**config.mk**
```make
export PLATFORM = sky130hd
export DESIGN_NAME = proc_sequencer
export DESIGN_NICKNAME = d
export VERILOG_FILES = /design/src/rtl/proc_pkg.sv /design/src/rtl/step_prescaler.sv /design/src/rtl/proc_sequencer.sv
export SDC_FILE = /design/constraint.sdc
export NUM_CORES = 1
export LEC_CHECK = 0
export ABC_CLOCK_PERIOD_IN_PS = 1800
export CAP_MARGIN = 30
export CORE_MARGIN = 4
export CORE_UTILIZATION = 39
export CTS_BUF_LIST = sky130_fd_sc_hd__clkbuf_8 sky130_fd_sc_hd__clkbuf_16
export CTS_CLUSTER_DIAMETER = 50
export CTS_CLUSTER_SIZE = 16
export DETAILED_ROUTE_END_ITERATION = 10
export HOLD_SLACK_MARGIN = 0.06
export PLACE_DENSITY_LB_ADDON = 0.2
export SYNTH_ARGS = -nofsm -noshare
export SYNTH_HDL_FRONTEND = slang
export SYNTH_SLANG_ARGS = --single-unit
```
**constraint.sdc**
```tcl
create_clock -name clk -period 1.8 [get_ports clk]
set_clock_uncertainty 0.05 [all_clocks]
set_input_delay 0.54 -clock clk [delete_from_list [all_inputs] [get_ports clk]]
set_output_delay 0.54 -clock clk [all_outputs]
set_load 0.01 [all_outputs]
```
**src/rtl/proc_pkg.sv**
```systemverilog
// Shared definitions for the multi-cycle processor control path:
// FSM states, opcodes and instruction-register field positions.
package proc_pkg;

    typedef enum logic [1:0] {
        ST_FETCH  = 2'd0,
        ST_DECODE = 2'd1,
        ST_EXEC   = 2'd2,
        ST_WB     = 2'd3
    } state_t;

    localparam logic [3:0] OP_NOP = 4'b0000;
    localparam logic [3:0] OP_LDI = 4'b0001;
    localparam logic [3:0] OP_ADD = 4'b0010;
    localparam logic [3:0] OP_SUB = 4'b0011;
    localparam logic [3:0] OP_JMP = 4'b1000;
    localparam logic [3:0] OP_BZ  = 4'b1100;
    localparam logic [3:0] OP_OUT = 4'b1111;

    // IR layout: [15:12] opcode, [11:9] reg A / dest, [8:6] reg B,
    // [7:0] LDI immediate, [11:8] jump target (fields overlap by opcode).
    localparam int IR_OP_HI  = 15;
    localparam int IR_OP_LO  = 12;
    localparam int IR_RA_HI  = 11;
    localparam int IR_RA_LO  = 9;
    localparam int IR_RB_HI  = 8;
    localparam int IR_RB_LO  = 6;
    localparam int IR_IMM_HI = 7;
    localparam int IR_IMM_LO = 0;
    localparam int IR_TGT_HI = 11;
    localparam int IR_TGT_LO = 8;

    function automatic logic is_write_op(input logic [3:0] op);
        return (op == OP_LDI) || (op == OP_ADD) || (op == OP_SUB);
    endfunction

endpackage

```
**src/rtl/step_prescaler.sv**
```systemverilog
// Divides clk down to a one-clk step strobe every STEP_DIV clocks.
// Used by proc_sequencer only when STEP_PRESCALE_EN is defined.
module step_prescaler #(
    parameter int STEP_DIV = 50000000
) (
    input  logic clk,
    input  logic rst_n,
    output logic step
);

    localparam int            CW   = (STEP_DIV > 1) ? $clog2(STEP_DIV) : 1;
    localparam logic [CW-1:0] LAST = CW'(STEP_DIV - 1);

    logic [CW-1:0] cnt;

    always_ff @(posedge clk or negedge rst_n) begin
        if (!rst_n)
            cnt <= '0;
        else if (cnt == LAST)
            cnt <= '0;
        else
            cnt <= cnt + CW'(1);
    end

    // With STEP_DIV=1 the counter sits at 0 and the strobe is always high.
    assign step = (cnt == LAST);

endmodule

```
**src/rtl/proc_sequencer.sv**
```systemverilog
// Four-state (FETCH/DECODE/EXEC/WB) control unit for the 16-bit processor.
// Define STEP_PRESCALE_EN to slow the FSM to one step every STEP_DIV clocks.
module proc_sequencer
    import proc_pkg::*;
#(
    parameter int ROM_SIZE = 16,
    parameter int STEP_DIV = 50000000
) (
    input  logic        clk,
    input  logic        rst_n,
    input  logic [15:0] instruction,
    input  logic [15:0] data_a,
    input  logic [15:0] alu_result,
    input  logic        alu_zero,
    output logic [3:0]  address,
    output logic [3:0]  opcode,
    output logic [2:0]  reg_a,
    output logic [2:0]  reg_b,
    output logic        write_enable,
    output logic [15:0] write_data,
    output logic        zero,
    output logic [15:0] result,
    output logic [1:0]  state
);

    localparam logic [3:0] PC_MASK = 4'(ROM_SIZE - 1);

    logic step;

`ifdef STEP_PRESCALE_EN
    step_prescaler #(
        .STEP_DIV (STEP_DIV)
    ) u_prescaler (
        .clk   (clk),
        .rst_n (rst_n),
        .step  (step)
    );
`else
    assign step = (STEP_DIV > 0);
`endif

    state_t      st, st_nxt;
    logic [15:0] ir;
    logic [3:0]  pc;
    logic        ir_load, exec_load, wb_exit;
    logic [3:0]  pc_inc, pc_tgt;

    assign opcode = ir[IR_OP_HI:IR_OP_LO];
    assign reg_a  = ir[IR_RA_HI:IR_RA_LO];
    assign reg_b  = ir[IR_RB_HI:IR_RB_LO];

    // ---------------- FSM ----------------
    always_ff @(posedge clk or negedge rst_n) begin
        if (!rst_n)
            st <= ST_FETCH;
        else
            st <= st_nxt;
    end

    always_comb begin
        st_nxt = st;
        if (step) begin
            case (st)
                ST_FETCH:  st_nxt = ST_DECODE;
                ST_DECODE: st_nxt = ST_EXEC;
                ST_EXEC:   st_nxt = ST_WB;
                ST_WB:     st_nxt = ST_FETCH;
                default:   st_nxt = ST_FETCH;
            endcase
        end
    end

    // Capture strobes fire on the step that leaves the named state.
    always_comb begin
        ir_load   = 1'b0;
        exec_load = 1'b0;
        wb_exit   = 1'b0;
        if (step) begin
            ir_load   = (st == ST_DECODE);
            exec_load = (st == ST_EXEC);
            wb_exit   = (st == ST_WB);
        end
    end

    assign state = st;

    // ---------------- datapath registers ----------------
    always_ff @(posedge clk or negedge rst_n) begin
        if (!rst_n)
            ir <= 16'h0000;
        else if (ir_load)
            ir <= instruction;
    end

    always_ff @(posedge clk or negedge rst_n) begin
        if (!rst_n) begin
            write_data <= 16'h0000;
            zero       <= 1'b0;
            result     <= 16'h0000;
        end else if (exec_load) begin
            case (opcode)
                OP_LDI: write_data <= {8'h00, ir[IR_IMM_HI:IR_IMM_LO]};
                OP_ADD: write_data <= alu_result;
                OP_SUB: begin
                    write_data <= alu_result;
                    zero       <= alu_zero;
                end
                OP_OUT: result <= data_a;
                OP_NOP: ;
                default: ;
            endcase
        end
    end

    // Set on entry to WB and cleared on the next clk regardless of step,
    // so the strobe is one clk wide even when steps are slowed down.
    always_ff @(posedge clk or negedge rst_n) begin
        if (!rst_n)
            write_enable <= 1'b0;
        else
            write_enable <= exec_load && is_write_op(opcode);
    end

    assign pc_inc = (pc + 4'd1) & PC_MASK;
    assign pc_tgt = ir[IR_TGT_HI:IR_TGT_LO] & PC_MASK;

    always_ff @(posedge clk or negedge rst_n) begin
        if (!rst_n)
            pc <= 4'd0;
        else if (wb_exit) begin
            case (opcode)
                OP_JMP:  pc <= pc_tgt;
                OP_BZ:   pc <= zero ? pc_tgt : pc_inc;
                default: pc <= pc_inc;
            endcase
        end
    end

    assign address = pc;

endmodule
```
==> run summary, run 1 <==
========================================================================================
Data arrival time of the critical path ....................................      1.12 ns
Sort of element at the start of the critical path .........................    flip-flop
Start point of the critical path ..........................................     state[0]
Pleak .....................................................................      1.83 nW
Overall via count from detail_route .......................................         1835
Fraction of registers with async set/reset ................................         100%
Post-Syn Area per Cell ....................................................   13.4 sq um
Number of buffers added to fix hold violations after cts ..................            0
Terminus of the critical flop-to-flop path ................................         zero
# H-tree levels ...........................................................            2
CP peak stage delay .......................................................      0.39 ns
CTS Buf Count .............................................................            5
IO Pins ...................................................................          101
Unrepaired setup endpoints after global routing ...........................        false
Post-synthesis instance area ..............................................   2500 sq um
Maxcap violations .........................................................            0
1st-pass router iterations ................................................            4
Area added between synthesis and finish ...................................        47.4%
Most used flip-flop cell after synthesis .................................. sky130_fd_sc_hd__dfrtp_1
Finish-stage setup viols ..................................................            0
Gate count of the mapped netlist ..........................................          187
Core box area .............................................................   6060 sq um
R2R depth .................................................................            5
Worst-path clk slew .......................................................      0.09 ns
Total count of hold-check failures in the final report ....................            0
Post-synth EDFFs ..........................................................            0
Master of the slowest instance on the critical path ....................... sky130_fd_sc_hd__dfrtp_1
Register-to-register setup slack ..........................................      0.10 ns
Latest clock arrival within the worst-skew pair ...........................      0.30 ns
Die Area ..................................................................   7770 sq um
Number of DRC markers after the initial detailed-route iteration ..........           66
Number of antenna diodes ..................................................            0
Required @ worst endpoint .................................................      1.21 ns
Master cell of the clock root buffer ...................................... sky130_fd_sc_hd__clkbuf_8
Tightest slew margin relative to the limit ................................        72.7%
Fill count ................................................................          523
Hold Crit Class ...........................................................  in -> async
Worst vdd ir ..............................................................     0.470 mV
Footprint of the multi-input gates ........................................    928 sq um
Design Power ..............................................................      2.95 mW
DRT Wirelength ............................................................      5.71 mm
Reg-to-Reg Start ..........................................................     state[0]
Most frequent standard cell in the layout excluding fill and tap cells .... sky130_fd_sc_hd__dfrtp_1
ANT nets after route ......................................................            0
Fin crit period ...........................................................      1.71 ns
TritonCTS clock tree ......................................................         done
Largest net degree at the start of global routing .........................           57
Horizontal die dimension ..................................................      88.1 um
Wire length of the first global-routing pass ..............................      9.26 mm
Timing-limited maximum frequency ..........................................      585 MHz
Register area .............................................................   1410 sq um
Vertical die dimension ....................................................      88.1 um
Maximum clock insertion buffer count ......................................            2
Final HPWL from detailed placement ........................................      4.24 mm
Routed length per instance ................................................      15.6 um
Crit Path Class ...........................................................   reg -> out
Nets@finish ...............................................................          346
Sequential cell area fraction in the yosys report .........................        56.0%
Max Slew Vio Count ........................................................            0
Number of global-route vias before repair .................................         1945
Crit-path cells ........................................................... buf_4, dlygate4sd2_1
CP Max Fanout .............................................................            3
#FFs+latches synth ........................................................           56
Cell family contributing the most delay on the critical path .............. buffers and inverters
Power per cell area .......................................................  800 nW/um^2
Fraction of final layout cells with drive strength greater than 1 .........        26.8%
Gpl congestion ............................................................        0.773
Port Buf Inserts ..........................................................          100
Bufs and invs on worst path ...............................................            2
Remaining global-route overflow ...........................................            0
Outcome ...................................................................    completed
Total negative slack ......................................................         0 ns
Initial Utilization .......................................................        41.3%
Clock Sinks ...............................................................           56
All-Layer GR Usage ........................................................        15.3%
Detailed-route vias per instance ..........................................         5.01
Worst Setup End Kind ......................................................  output port
Commonest cells after routing, fill and taps aside ........................ sky130_fd_sc_hd__dfrtp_1 (53), sky130_fd_sc_hd__clkdlybuf4s50_1 (49), sky130_fd_sc_hd__mux2_2 (48)
Post-synthesis net count ..................................................          243
Post-route DRC violation count ............................................            0
Worst-Margin Slew .........................................................     0.409 ns
Number of rows created at floorplan .......................................           28
Portion of the clock cycle consumed by the worst path in the final layout .        95.0%
Antenna violations before repair ..........................................            0
Number of warning messages in the yosys log ...............................            0
Unique cell type count in the Yosys netlist ...............................           37
========================================================================================
==> report_power, final <==
part,total [mW],switching [mW],internal (mW),leakage [nW]
Clock,0.673,0.370,0.303,0.0538
Sequential,1.51,0.0914,1.42,0.678
Combinational,0.766,0.310,0.455,1.10
==> repair_timing <==
| action | in CTS | in global routing |
|---|---|---|
| resized for setup | 37 | 16 |
| setup buffers | 3 | 0 |
| hold endpoints to repair | 0 | 0 |
| endpoints found under the setup margin | 36 | 16 |
==> per-stage QoR <==
stage | util, % | hold WS, ns | instances | setup WS, ns | instance area (sq um)
4_1_cts | 60.2 | 0.184 | 366 | 0.00157 | 3650
6_report | 60.9 | 0.164 | 366 | 0.0896 | 3690
3_5_place_dp | 59.0 | 0.442 | 355 | 0.115 | 3580
2_1_floorplan | - | 0.194 | 187 | 0.000558 | 2510
5_1_grt | 60.9 | 0.181 | 366 | 0.0361 | 3690
3_3_place_gp | 59.0 | 0.434 | 355 | 0.150 | 3580
==> registers in the layout (all words and copies together) (netlist names) <==
signal	flops
address	4
ir	16
result	16
state	2
write_data	16
write_enable	1
zero	1
==> layout make-up <==
cell class / count / share of cell area, %
flip-flops and latches: 56 / 38.1
clock inverters: 2 / 0.203
multi-input cells: 100 / 25.2
repair buffers: 114 / 30.5
inverters: 13 / 1.32
well taps: 75 / 2.54
clock buffers: 6 / 2.24
==> worst register-to-register path: stages (launching register included) <==
cell and delay (ns):
sky130_fd_sc_hd__dfrtp_1 0.39, sky130_fd_sc_hd__inv_1 0.09, sky130_fd_sc_hd__ha_1 0.20, sky130_fd_sc_hd__nand3_1 0.14, sky130_fd_sc_hd__or3_2 0.44, sky130_fd_sc_hd__mux2_2 0.28
==> cells by family after synthesis <==
kind of cell | count (synthesis) | share of synthesized area [%]
multiplexers | 49 | 22.0
adder cells (fa/ha/maj) | 5 | 2.50
flip-flops | 56 | 56.0
AO/OA/AOI/OAI | 20 | 5.25
AND/OR/NAND/NOR | 26 | 7.10
buffers and inverters | 31 | 7.15
==> Yosys cell counts (all sizes together), types with 2 or more instances <==
| master | count | share of area, % |
|---|---|---|
| mux2 | 49 | 22 |
| dfrtp | 56 | 56 |
| ha | 5 | 2.5 |
| nand4 | 8 | 2.0 |
| inv | 13 | 1.9 |
| o311ai | 2 | 0.70 |
| nor3b | 2 | 1.0 |
| nor2 | 4 | 1.0 |
| nand2b | 2 | 0.50 |
| o21ai | 10 | 2.0 |
| buf | 15 | 4.7 |
| clkbuf | 3 | 0.50 |
| nand2 | 2 | 0.30 |
| a31oi | 2 | 0.50 |
==> metal layers <==
metal  up-vias  GRT usage [%]  routed length, um
met5         -              0                  0
met4         0           4.40                 57
met3         7           4.52                496
met2        70           24.9               2770
met1       902           19.9               2380
li1        856              -                  -
==> worst max path at each step <==
stage	end	depth (start not counted)
after CTS	write_data[4]	1
after floorplan	zero	6
after global routing	state[0]	2
after global placement	zero	5
final	state[0]	2
after detailed placement	zero	5
(Power assumes the default switching activity.)
==> run 2, diff against run 1 <==
--- a/config.mk
+++ b/config.mk
@@ -6,7 +6,7 @@
 export NUM_CORES = 1
 export LEC_CHECK = 0
 export ABC_CLOCK_PERIOD_IN_PS = 1800
-export CAP_MARGIN = 30
+export CAP_MARGIN = 10
 export CORE_MARGIN = 4
 export CORE_UTILIZATION = 39
 export CTS_BUF_LIST = sky130_fd_sc_hd__clkbuf_8 sky130_fd_sc_hd__clkbuf_16
==> results of run 2 <==
Same layout as run 1: the final DEF is identical, and so are final timing and power.
